--- src/rtl/reg_bank_sb_s.sv ---
// Register file with N combinational read ports, gated write bypass, pending-write scoreboard and clear sweep.
// Optional per-register even parity with rd_perr_o output when REG_BANK_PARITY_EN is defined.
module reg_bank_sb_s #(
  parameter int unsigned DATA_W = 32,
  parameter int unsigned ADDR_W = 5,
  parameter int unsigned NUM_RD = 2,
  parameter int unsigned BYPASS = 1
) (
  input  logic                     clk_i,
  input  logic                     rst_i,
  input  logic                     wr_en_i,
  input  logic [ADDR_W-1:0]        wr_dir_i,
  input  logic [DATA_W-1:0]        wr_data_i,
  input  logic                     iss_en_i,
  input  logic [ADDR_W-1:0]        iss_dir_i,
  input  logic [NUM_RD*ADDR_W-1:0] rd_dir_i,
  output logic [NUM_RD*DATA_W-1:0] rd_data_o,
  output logic [NUM_RD-1:0]        rd_busy_o,
`ifdef REG_BANK_PARITY_EN
  output logic [NUM_RD-1:0]        rd_perr_o,
`endif
  input  logic                     clr_req_i,
  output logic                     clr_busy_o,
  output logic                     clr_done_o
);

  localparam int unsigned DEPTH = 1 << ADDR_W;
  localparam logic [ADDR_W-1:0] LAST = ADDR_W'(DEPTH - 1);

  typedef enum logic {ST_IDLE, ST_CLEAR} state_e;

  state_e              state_q, state_d;
  logic [ADDR_W-1:0]   cnt_q, cnt_d;
  logic [DATA_W-1:0]   prf_q [DEPTH];
  logic [DEPTH-1:0]    pend_q;
`ifdef REG_BANK_PARITY_EN
  logic [DEPTH-1:0]    par_q;
`endif

  logic idle_c, wr_ok_c, iss_ok_c;
  assign idle_c   = (state_q == ST_IDLE);
  assign wr_ok_c  = idle_c && wr_en_i && (wr_dir_i != '0);
  assign iss_ok_c = idle_c && iss_en_i && (iss_dir_i != '0);

  // FSM state register
  always_ff @(posedge clk_i) begin
    if (rst_i) begin
      state_q <= ST_IDLE;
      cnt_q   <= '0;
    end else begin
      state_q <= state_d;
      cnt_q   <= cnt_d;
    end
  end

  // FSM next state
  always_comb begin
    state_d = state_q;
    cnt_d   = cnt_q;
    case (state_q)
      ST_IDLE: begin
        if (clr_req_i) begin
          state_d = ST_CLEAR;
          cnt_d   = '0;
        end
      end
      ST_CLEAR: begin
        cnt_d = ADDR_W'(cnt_q + 1'b1);
        if (cnt_q == LAST) state_d = ST_IDLE;
      end
      default: state_d = ST_IDLE;
    endcase
  end

  // FSM outputs; reset suppresses a done pulse in its own cycle
  always_comb begin
    clr_busy_o = 1'b0;
    clr_done_o = 1'b0;
    if (state_q == ST_CLEAR) begin
      clr_busy_o = 1'b1;
      clr_done_o = (cnt_q == LAST) && !rst_i;
    end
  end

  // Array, pending bits; later assignments win (issue over write, clear over both)
  always_ff @(posedge clk_i) begin
    if (rst_i) begin
      for (int unsigned i = 0; i < DEPTH; i++) prf_q[i] <= '0;
      pend_q <= '0;
`ifdef REG_BANK_PARITY_EN
      par_q  <= '0;
`endif
    end else if (idle_c) begin
      if (wr_ok_c) begin
        prf_q[wr_dir_i]  <= wr_data_i;
        pend_q[wr_dir_i] <= 1'b0;
`ifdef REG_BANK_PARITY_EN
        par_q[wr_dir_i]  <= ^wr_data_i;
`endif
      end
      if (iss_ok_c) pend_q[iss_dir_i] <= 1'b1;
      if (clr_req_i) pend_q <= '0;
    end else begin
      prf_q[cnt_q] <= '0;
`ifdef REG_BANK_PARITY_EN
      par_q[cnt_q] <= 1'b0;
`endif
    end
  end

  logic [ADDR_W-1:0] ra_c;
  logic              byp_c;

  // Read ports: r0 forced to zero, bypass only on a qualified write
  always_comb begin
    rd_data_o = '0;
    rd_busy_o = '0;
`ifdef REG_BANK_PARITY_EN
    rd_perr_o = '0;
`endif
    ra_c  = '0;
    byp_c = 1'b0;
    for (int unsigned k = 0; k < NUM_RD; k++) begin
      ra_c  = rd_dir_i[k*ADDR_W +: ADDR_W];
      byp_c = (BYPASS != 0) && wr_ok_c && (wr_dir_i == ra_c);
      if (ra_c == '0) begin
        rd_data_o[k*DATA_W +: DATA_W] = '0;
      end else if (byp_c) begin
        rd_data_o[k*DATA_W +: DATA_W] = wr_data_i;
      end else begin
        rd_data_o[k*DATA_W +: DATA_W] = prf_q[ra_c];
        rd_busy_o[k] = idle_c && pend_q[ra_c];
`ifdef REG_BANK_PARITY_EN
        rd_perr_o[k] = (^prf_q[ra_c]) != par_q[ra_c];
`endif
      end
    end
  end

endmodule
--- config.mk ---
export PLATFORM = sky130hd
export DESIGN_NAME = reg_bank_sb_s
export DESIGN_NICKNAME = d
export VERILOG_FILES = /design/src/rtl/reg_bank_sb_s.sv
export SDC_FILE = /design/constraint.sdc
export NUM_CORES = 2
export LEC_CHECK = 0
export ABC_AREA = 0
export BUFFER_PORTS_ARGS = -buffer_cell sky130_fd_sc_hd__buf_2
export CORE_MARGIN = 2
export CORE_UTILIZATION = 50
export CTS_CLUSTER_SIZE = 30
export DETAILED_ROUTE_END_ITERATION = 10
export PLACE_DENSITY = 0.66
export SYNTH_ARGS = -nofsm -noshare
export SYNTH_HDL_FRONTEND = slang
export SYNTH_SLANG_ARGS = --single-unit
export TNS_END_PERCENT = 1
--- constraint.sdc ---
create_clock -name clk_i -period 3.2 [get_ports clk_i]
set_clock_uncertainty 0.2 [all_clocks]
set_input_delay 0.48 -clock clk_i [delete_from_list [all_inputs] [get_ports clk_i]]
set_output_delay 0.48 -clock clk_i [all_outputs]
set_load 0.005 [all_outputs]
# == Yosys cells after proc, flatten, opt, wreduce, memory -nomap -nowiden ==
# Memories as Yosys holds them, arrays and structs flattened.
# Cells that the tools add are included.
# totals
reg_bits,38
ram_bits,1024
inputBits,57
output_inout_bits,68
wordCells,79
n_memories,1
# mem_list
name,words,width,read_ports,rd_ports_with_merged_regs,wr,line,source
prf_q,32,32,2,0,32,34,logic [DATA_W-1:0] prf_q [DEPTH];
# classes
addsub,1
magnitude_cmp,6
eq_ne,4
mux,42
bitwise_logic,4
reduce_logical,18
# op_table
cell,count
$mux 32,11
$reduce_or 32->1,2
$and 32x32->32,1
$not 32->32,1
$or 32x32->32,1
$lt 5x6->1 const B,4
$mux 1,22
$mux 5,3
$logic_and 1x1->1,11
$bmux 1 s5,2
$demux 1 s5,2
$eq 5x5->1,2
$ge 5x1->1 const B,2
$logic_not 5->1,2
$pmux 5 s2,1
$reduce_bool 5->1,2
$add 5x1->5 const B,1
$eq 5x5->1 const B,1
$ne 2x2->1 const B,1
$pmux 1 s2,1
$logic_not 1->1,1
$not 1->1,1

# == Longest topological paths before layout ==
# logic_depth
word_depth,12
depth_mapped,10

# == Least setup slack after synthesis ==
# OpenSTA, ideal clock, no wires.
# synth_path
path_type,in2reg
start,input wr_dir_i[0]
end,memory prf_q[20][0] (enable)
setup_time_ns,0.482
t_arrival_ns,2.325
path_slack_ns,0.193
cell_stages,6
n_path_buf,1
path_cell_list,buf_2 -> or4_4 -> o211ai_1 -> a211oi_2 -> nand2_1 -> nand2b_1
# synth_lines
element,line,source
from (decl),12,"input logic [ADDR_W-1:0] wr_dir_i,"
to (decl),34,

# == Worst setup path after layout ==
# layout_path
start,input rd_dir_i[9]
end,output rd_data_o[42]
# layout_via
elab_chain_cells,4
elab_cells_between_ends,6
cone_classes,eq/ne (1); mux (2); reduce/logical (2); memory (1)
# layout_lines
element,line,source
from (decl),16,"input logic [NUM_RD*ADDR_W-1:0] rd_dir_i,"
branches (longest 3 deep; another with $mem_v2 32x32),--,
$mux 32 (*),126,if (ra_c == '0) begin
to (decl),17,"output logic [NUM_RD*DATA_W-1:0] rd_data_o,"
# Every way passes the cells marked *.

==> impl.org <==
** Timing
- Final worst path period share :: 1.101
- For the final routed database, the setup TNS stands at -8.204 ns.
- Setup repair after global routing could not meet its margin everywhere.
- For the pin with the worst max-slew slack, the measured transition is roughly 0.78 ns.
- Setup violations remaining at the end of the flow were counted as 64.
- The worst pin sits at a relative slew slack of 0.4753.
- Max-slew violation total from the final report :: 0
- Final Critical Period :: approximately 3.5 ns
- Hold Fails Final Rpt :: 0
- Setup WS post-layout :: -0.3225 ns
- Timing-limited maximum frequency :: roughly 0.28 GHz

** Die
- The floorplan step defined a die boundary enclosing about 0.11 mm2.
- Ports :: approximately 130
- CORE AREA :: around 0.11 mm2
- The initial utilization of the core area, before any placement, comes to 0.5058.
- Measured along the y axis, the die boundary spans around 340 um.
- The initialized floorplan defines 122 standard-cell rows.
- Chip width :: 339.0 um

** GRT
- The via count of the first global-routing pass was ~43k.
- The first global-routing pass estimated 313700 um of wire.
- Overall fraction of global-route tracks in use :: 0.3863
- Final global-route overflow total :: 0
- Maximum number of pins on one net before global-route repair :: 38
- The initial antenna violation count is 13.

** Clocking
- After clock tree synthesis, the clock-pin slew on the worst setup and hold paths is roughly 0.060 ns.
- Deepest clock path buffer count :: 3
- Clock latency reported for the late side of the worst-skew pair :: 0.69 ns
- Number of buffers created by CTS :: roughly 110
- CTS saw 1062 sinks.
- TritonCTS built the clock tree.
- The H-tree generated during clock tree synthesis spans 3 levels.
- CTS placed an instance of sky130_fd_sc_hd__clkbuf_16 at the clock tree root.

** Final layout
- Area added between synthesis and finish :: 19.68%
- The final layout contains about 4.7k nets.
- Of the cells placed in the final design, the portion with a size suffix greater than 1 is 0.3078.
- The filler cells instantiated in the layout total roughly 8.6k.
- Post-route cell area :: about 0.067 mm2

** Synth
- Synthesis inferred roughly 1.1k register bits.
- Counting flops with an async set or reset pin after synthesis yields a share of 0.
- During synthesis, Yosys emitted a total of 0 warnings.
- After technology mapping, the gate count stands at roughly 4.3k.
- The share of the Yosys chip area taken by registers is 0.5614.
- The share of synthesized area in the top cell type comes to 0.5479.
- Top cells by area, synth :: sky130_fd_sc_hd__edfxtp_1 55%, sky130_fd_sc_hd__mux4_2 16%, sky130_fd_sc_hd__nor2_1 7.2%, sky130_fd_sc_hd__mux2i_1 5.8%, sky130_fd_sc_hd__clkbuf_1 1.6%
- Cell taking the most area after synthesis :: sky130_fd_sc_hd__edfxtp_1
- Each instance of the synthesized netlist takes up on average ~13 um2.
- In this run, synthesis inferred 1024 flip-flops with an integrated enable.
- After synthesis the cells add up to 0.05613 mm2.
- Post-synth cell types :: 73
- For this run, the leading register cell type out of synthesis is sky130_fd_sc_hd__edfxtp_1.

** Power
- Total power divided by cell area :: 512.1 mW/mm2
- The share of total power dissipated in combinational logic is 0.148.
- Internal Dissipation :: 0.02536 W
- The worst-case IR drop observed on VDD is approximately 0.46 mV.
- The share of total power dissipated in the clock network is 0.386.
- The share of total power dissipated in sequential elements is 0.466.
- The analysis attributes to cell leakage a power of ~25 nW.
- P_sw :: between 0.009 and 0.01 W
- Switching Fraction :: 0.2627

** Route
- Post-Route WL :: 224900 um
- Dividing the detail-routed wire length by the instance count gives roughly 36 um.
- Total via count in the routed design :: roughly 44k
- Before antenna repair, the detailed router went through 9 iterations.
- After detailed routing, the number of vias per cell comes to slightly above 7.
- DRT antenna net count :: 0
- Iteration-0 DRC count of the detailed router :: roughly 7.7k
- Residual DRC count :: 0

** Min path
- The worst hold path was traced through 3 stages.
- In this run the most critical hold path is launched from wr_data_i[6].
- Class of the worst hold path :: input port to register
- The path with the worst hold slack has its endpoint at prf_q[5][6].

** Place
- In this run the cell area measured after placement is 0.06255 mm2.
- The congestion estimate from routability-driven global placement came to approximately 0.98.
- Number of buffer cells added on primary ports :: 124
- Timing analysis after detailed placement gives a worst setup slack of -0.8622 ns.
- Summed over all nets, the half-perimeter wirelength after detailed placement is 146900 um.

** Setup path
- Data on the critical path is required at its endpoint by about 2.5 ns.
- Critical Path Fanout Max :: 10
- Counting cells, the worst reg-to-reg path comes to 7.
- Cell type with the highest occurrence count on the critical path :: sky130_fd_sc_hd__buf_4
- Kind of capture point of the worst setup path :: output pin
- Worst EP arrival :: between 2 and 3 ns
- Startpoint type of the worst setup path :: input port
- Terminus of the critical flop-to-flop path :: prf_q[17][28]
- The largest individual stage delay along the critical path comes from the cell sky130_fd_sc_hd__a221oi_4.
- In this design, the stage delay of the slowest critical-path cell is 0.55 ns.
- The critical path is of the input port to output pin type.
- The startpoint identified for the worst register-to-register timing path is state_q.
- CP cell instances :: buf_4 -> buf_4 -> nor3b_2 -> buf_4 -> a221oi_1 -> buf_4 -> a221oi_4 -> nor3_1 -> buf_2
- Across all register-to-register paths, the minimum setup slack is roughly 0.1 ns.

** Status
- Failing checks :: negative setup slack
- The flow ran to the end, but the final reports show violations.

** Run
- Max cap viols :: 0
per-stage QoR:
step,utilization,total power (W),cells,hold slack (ns)
4_1_cts,0.6027,0.03414,6231,0.001401
2_1_floorplan,-,0.01875,4282,0.2169
3_3_place_gp,0.5636,0.02095,6014,0.2456
6_report,0.6053,0.03440,6237,0.01873
3_5_place_dp,0.5636,0.02101,6014,0.2578
5_1_grt,0.6052,0.03502,6232,0.03601
what timing repair did:
action / 4_1_cts / 5_1_grt
gates cloned: 1 / 0
endpoints found under the setup margin: 64 / 94
hold buffers: 8 / 0
hold endpoints to repair: 18 / 0
pin swaps: 32 / 15
buffers inserted: 1 / 0
resized for setup: 117 / 59
power groups by stage:
| stage | clock (W) | sequential (W) | combinational [W] |
|---|---|---|---|
| 2_1_floorplan | 0 | 0.0162 | 0.00255 |
| 3_3_place_gp | 0 | 0.0163 | 0.00469 |
| 3_5_place_dp | 0 | 0.0163 | 0.00472 |
| 4_1_cts | 0.0133 | 0.0160 | 0.00488 |
| 5_1_grt | 0.0138 | 0.0161 | 0.00519 |
| 6_report | 0.0133 | 0.0160 | 0.00510 |
metal layers:
layer | vias to the layer above | global-route usage | routed length [um]
met5 | - | 0.002083 | 103
met4 | 12 | 0.2230 | 15640
met3 | 988 | 0.1366 | 36880
met2 | 4349 | 0.5680 | 97390
met1 | 21970 | 0.4970 | 74860
li1 | 16990 | - | -
registers in the layout (all words and copies together), names as in the netlist:
signal / cells
pend_q: 32
prf_q: 1024
cnt_q: 5
state_q: 1
cell usage in the layout (no fill, tap or decap), drive strengths merged, types with 12 or more instances in the layout:
master / n
nor2: 1080
edfxtp: 1024
buf: 686
mux4: 410
mux2i: 327
nand2: 198
clkbuf: 139
a221oi: 103
a21oi: 90
o21ai: 78
clkinv: 54
nand3: 50
nor3: 50
nand2b: 49
dfxtp: 38
conb: 32
a211oi: 27
a31oi: 17
mux2: 15
o22ai: 15
nand4: 14
o21a: 14
a22oi: 14
nor2b: 14
a221o: 13
a2111oi: 13
and3: 12
o32a: 12
bufinv: 12
inv: 12
synth_stat cells, types with 15 or more instances:
cell,count
sky130_fd_sc_hd__buf_4,31
sky130_fd_sc_hd__dfxtp_1,38
sky130_fd_sc_hd__o22ai_1,15
sky130_fd_sc_hd__a221oi_1,100
sky130_fd_sc_hd__mux2_2,15
sky130_fd_sc_hd__edfxtp_1,1024
sky130_fd_sc_hd__a21oi_1,90
sky130_fd_sc_hd__buf_6,33
sky130_fd_sc_hd__nand3_1,50
sky130_fd_sc_hd__mux4_2,404
sky130_fd_sc_hd__buf_1,16
sky130_fd_sc_hd__nor3_1,50
sky130_fd_sc_hd__nand2_1,198
sky130_fd_sc_hd__a211oi_1,25
sky130_fd_sc_hd__mux2i_1,327
sky130_fd_sc_hd__a31oi_1,17
sky130_fd_sc_hd__nor2_1,1080
sky130_fd_sc_hd__o21ai_0,76
sky130_fd_sc_hd__nand2b_1,49
sky130_fd_sc_hd__buf_2,108
sky130_fd_sc_hd__clkbuf_1,246
area by class of cell:
type                            count  area [um2]  share of cell area
Antenna cell                        6       15.01           0.0002235
Clock buffer                      138        2974             0.04428
Clock inverter                     70       684.4             0.01019
Inverter                           13       52.55           0.0007824
Multi-Input combinational cell   2764       23280              0.3466
Sequential cell                  1062       31510              0.4691
Tap cell                         1488        1862             0.02772
Timing Repair Buffer              696        6787              0.1010
worst max-delay path: cells and delay by family:
kind / cells / cell delay [ns]
AND/OR/NAND/NOR: 2 / 0.61
AO/OA/AOI/OAI: 2 / 0.67
buffers and inverters: 5 / 1.06
cells by family (layout without fill, tap and decap cells):
kind of cell / count (synthesis) / after routing / synth area share
and+or+nand+nor: 1506 / 1506 / 0.1094
DFF: 1062 / 1062 / 0.5614
muxes: 752 / 752 / 0.2263
AOI/OAI and AO/OA: 460 / 460 / 0.05919
buffers and inverters: 456 / 917 / 0.04138
xor gates and xnor gates: 12 / 12 / 0.001873
adders and majority gates: 2 / 2 / 0.0004458
other: 1 / 38 / 0.00006682
how the worst max path moves through the flow:
stage	start	end	slack, ns
floorplan	wr_dir_i[0]	prf_q[20][0]	0.19
global placement	wr_dir_i[0]	rd_data_o[42]	-0.87
detailed placement	wr_dir_i[0]	rd_data_o[42]	-0.86
CTS	state_q	rd_data_o[17]	-0.25
global route	prf_q[28][23]	rd_data_o[23]	-0.36
finish	rd_dir_i[9]	rd_data_o[42]	-0.32
No activity file was read; power rests on OpenSTA's default activity.
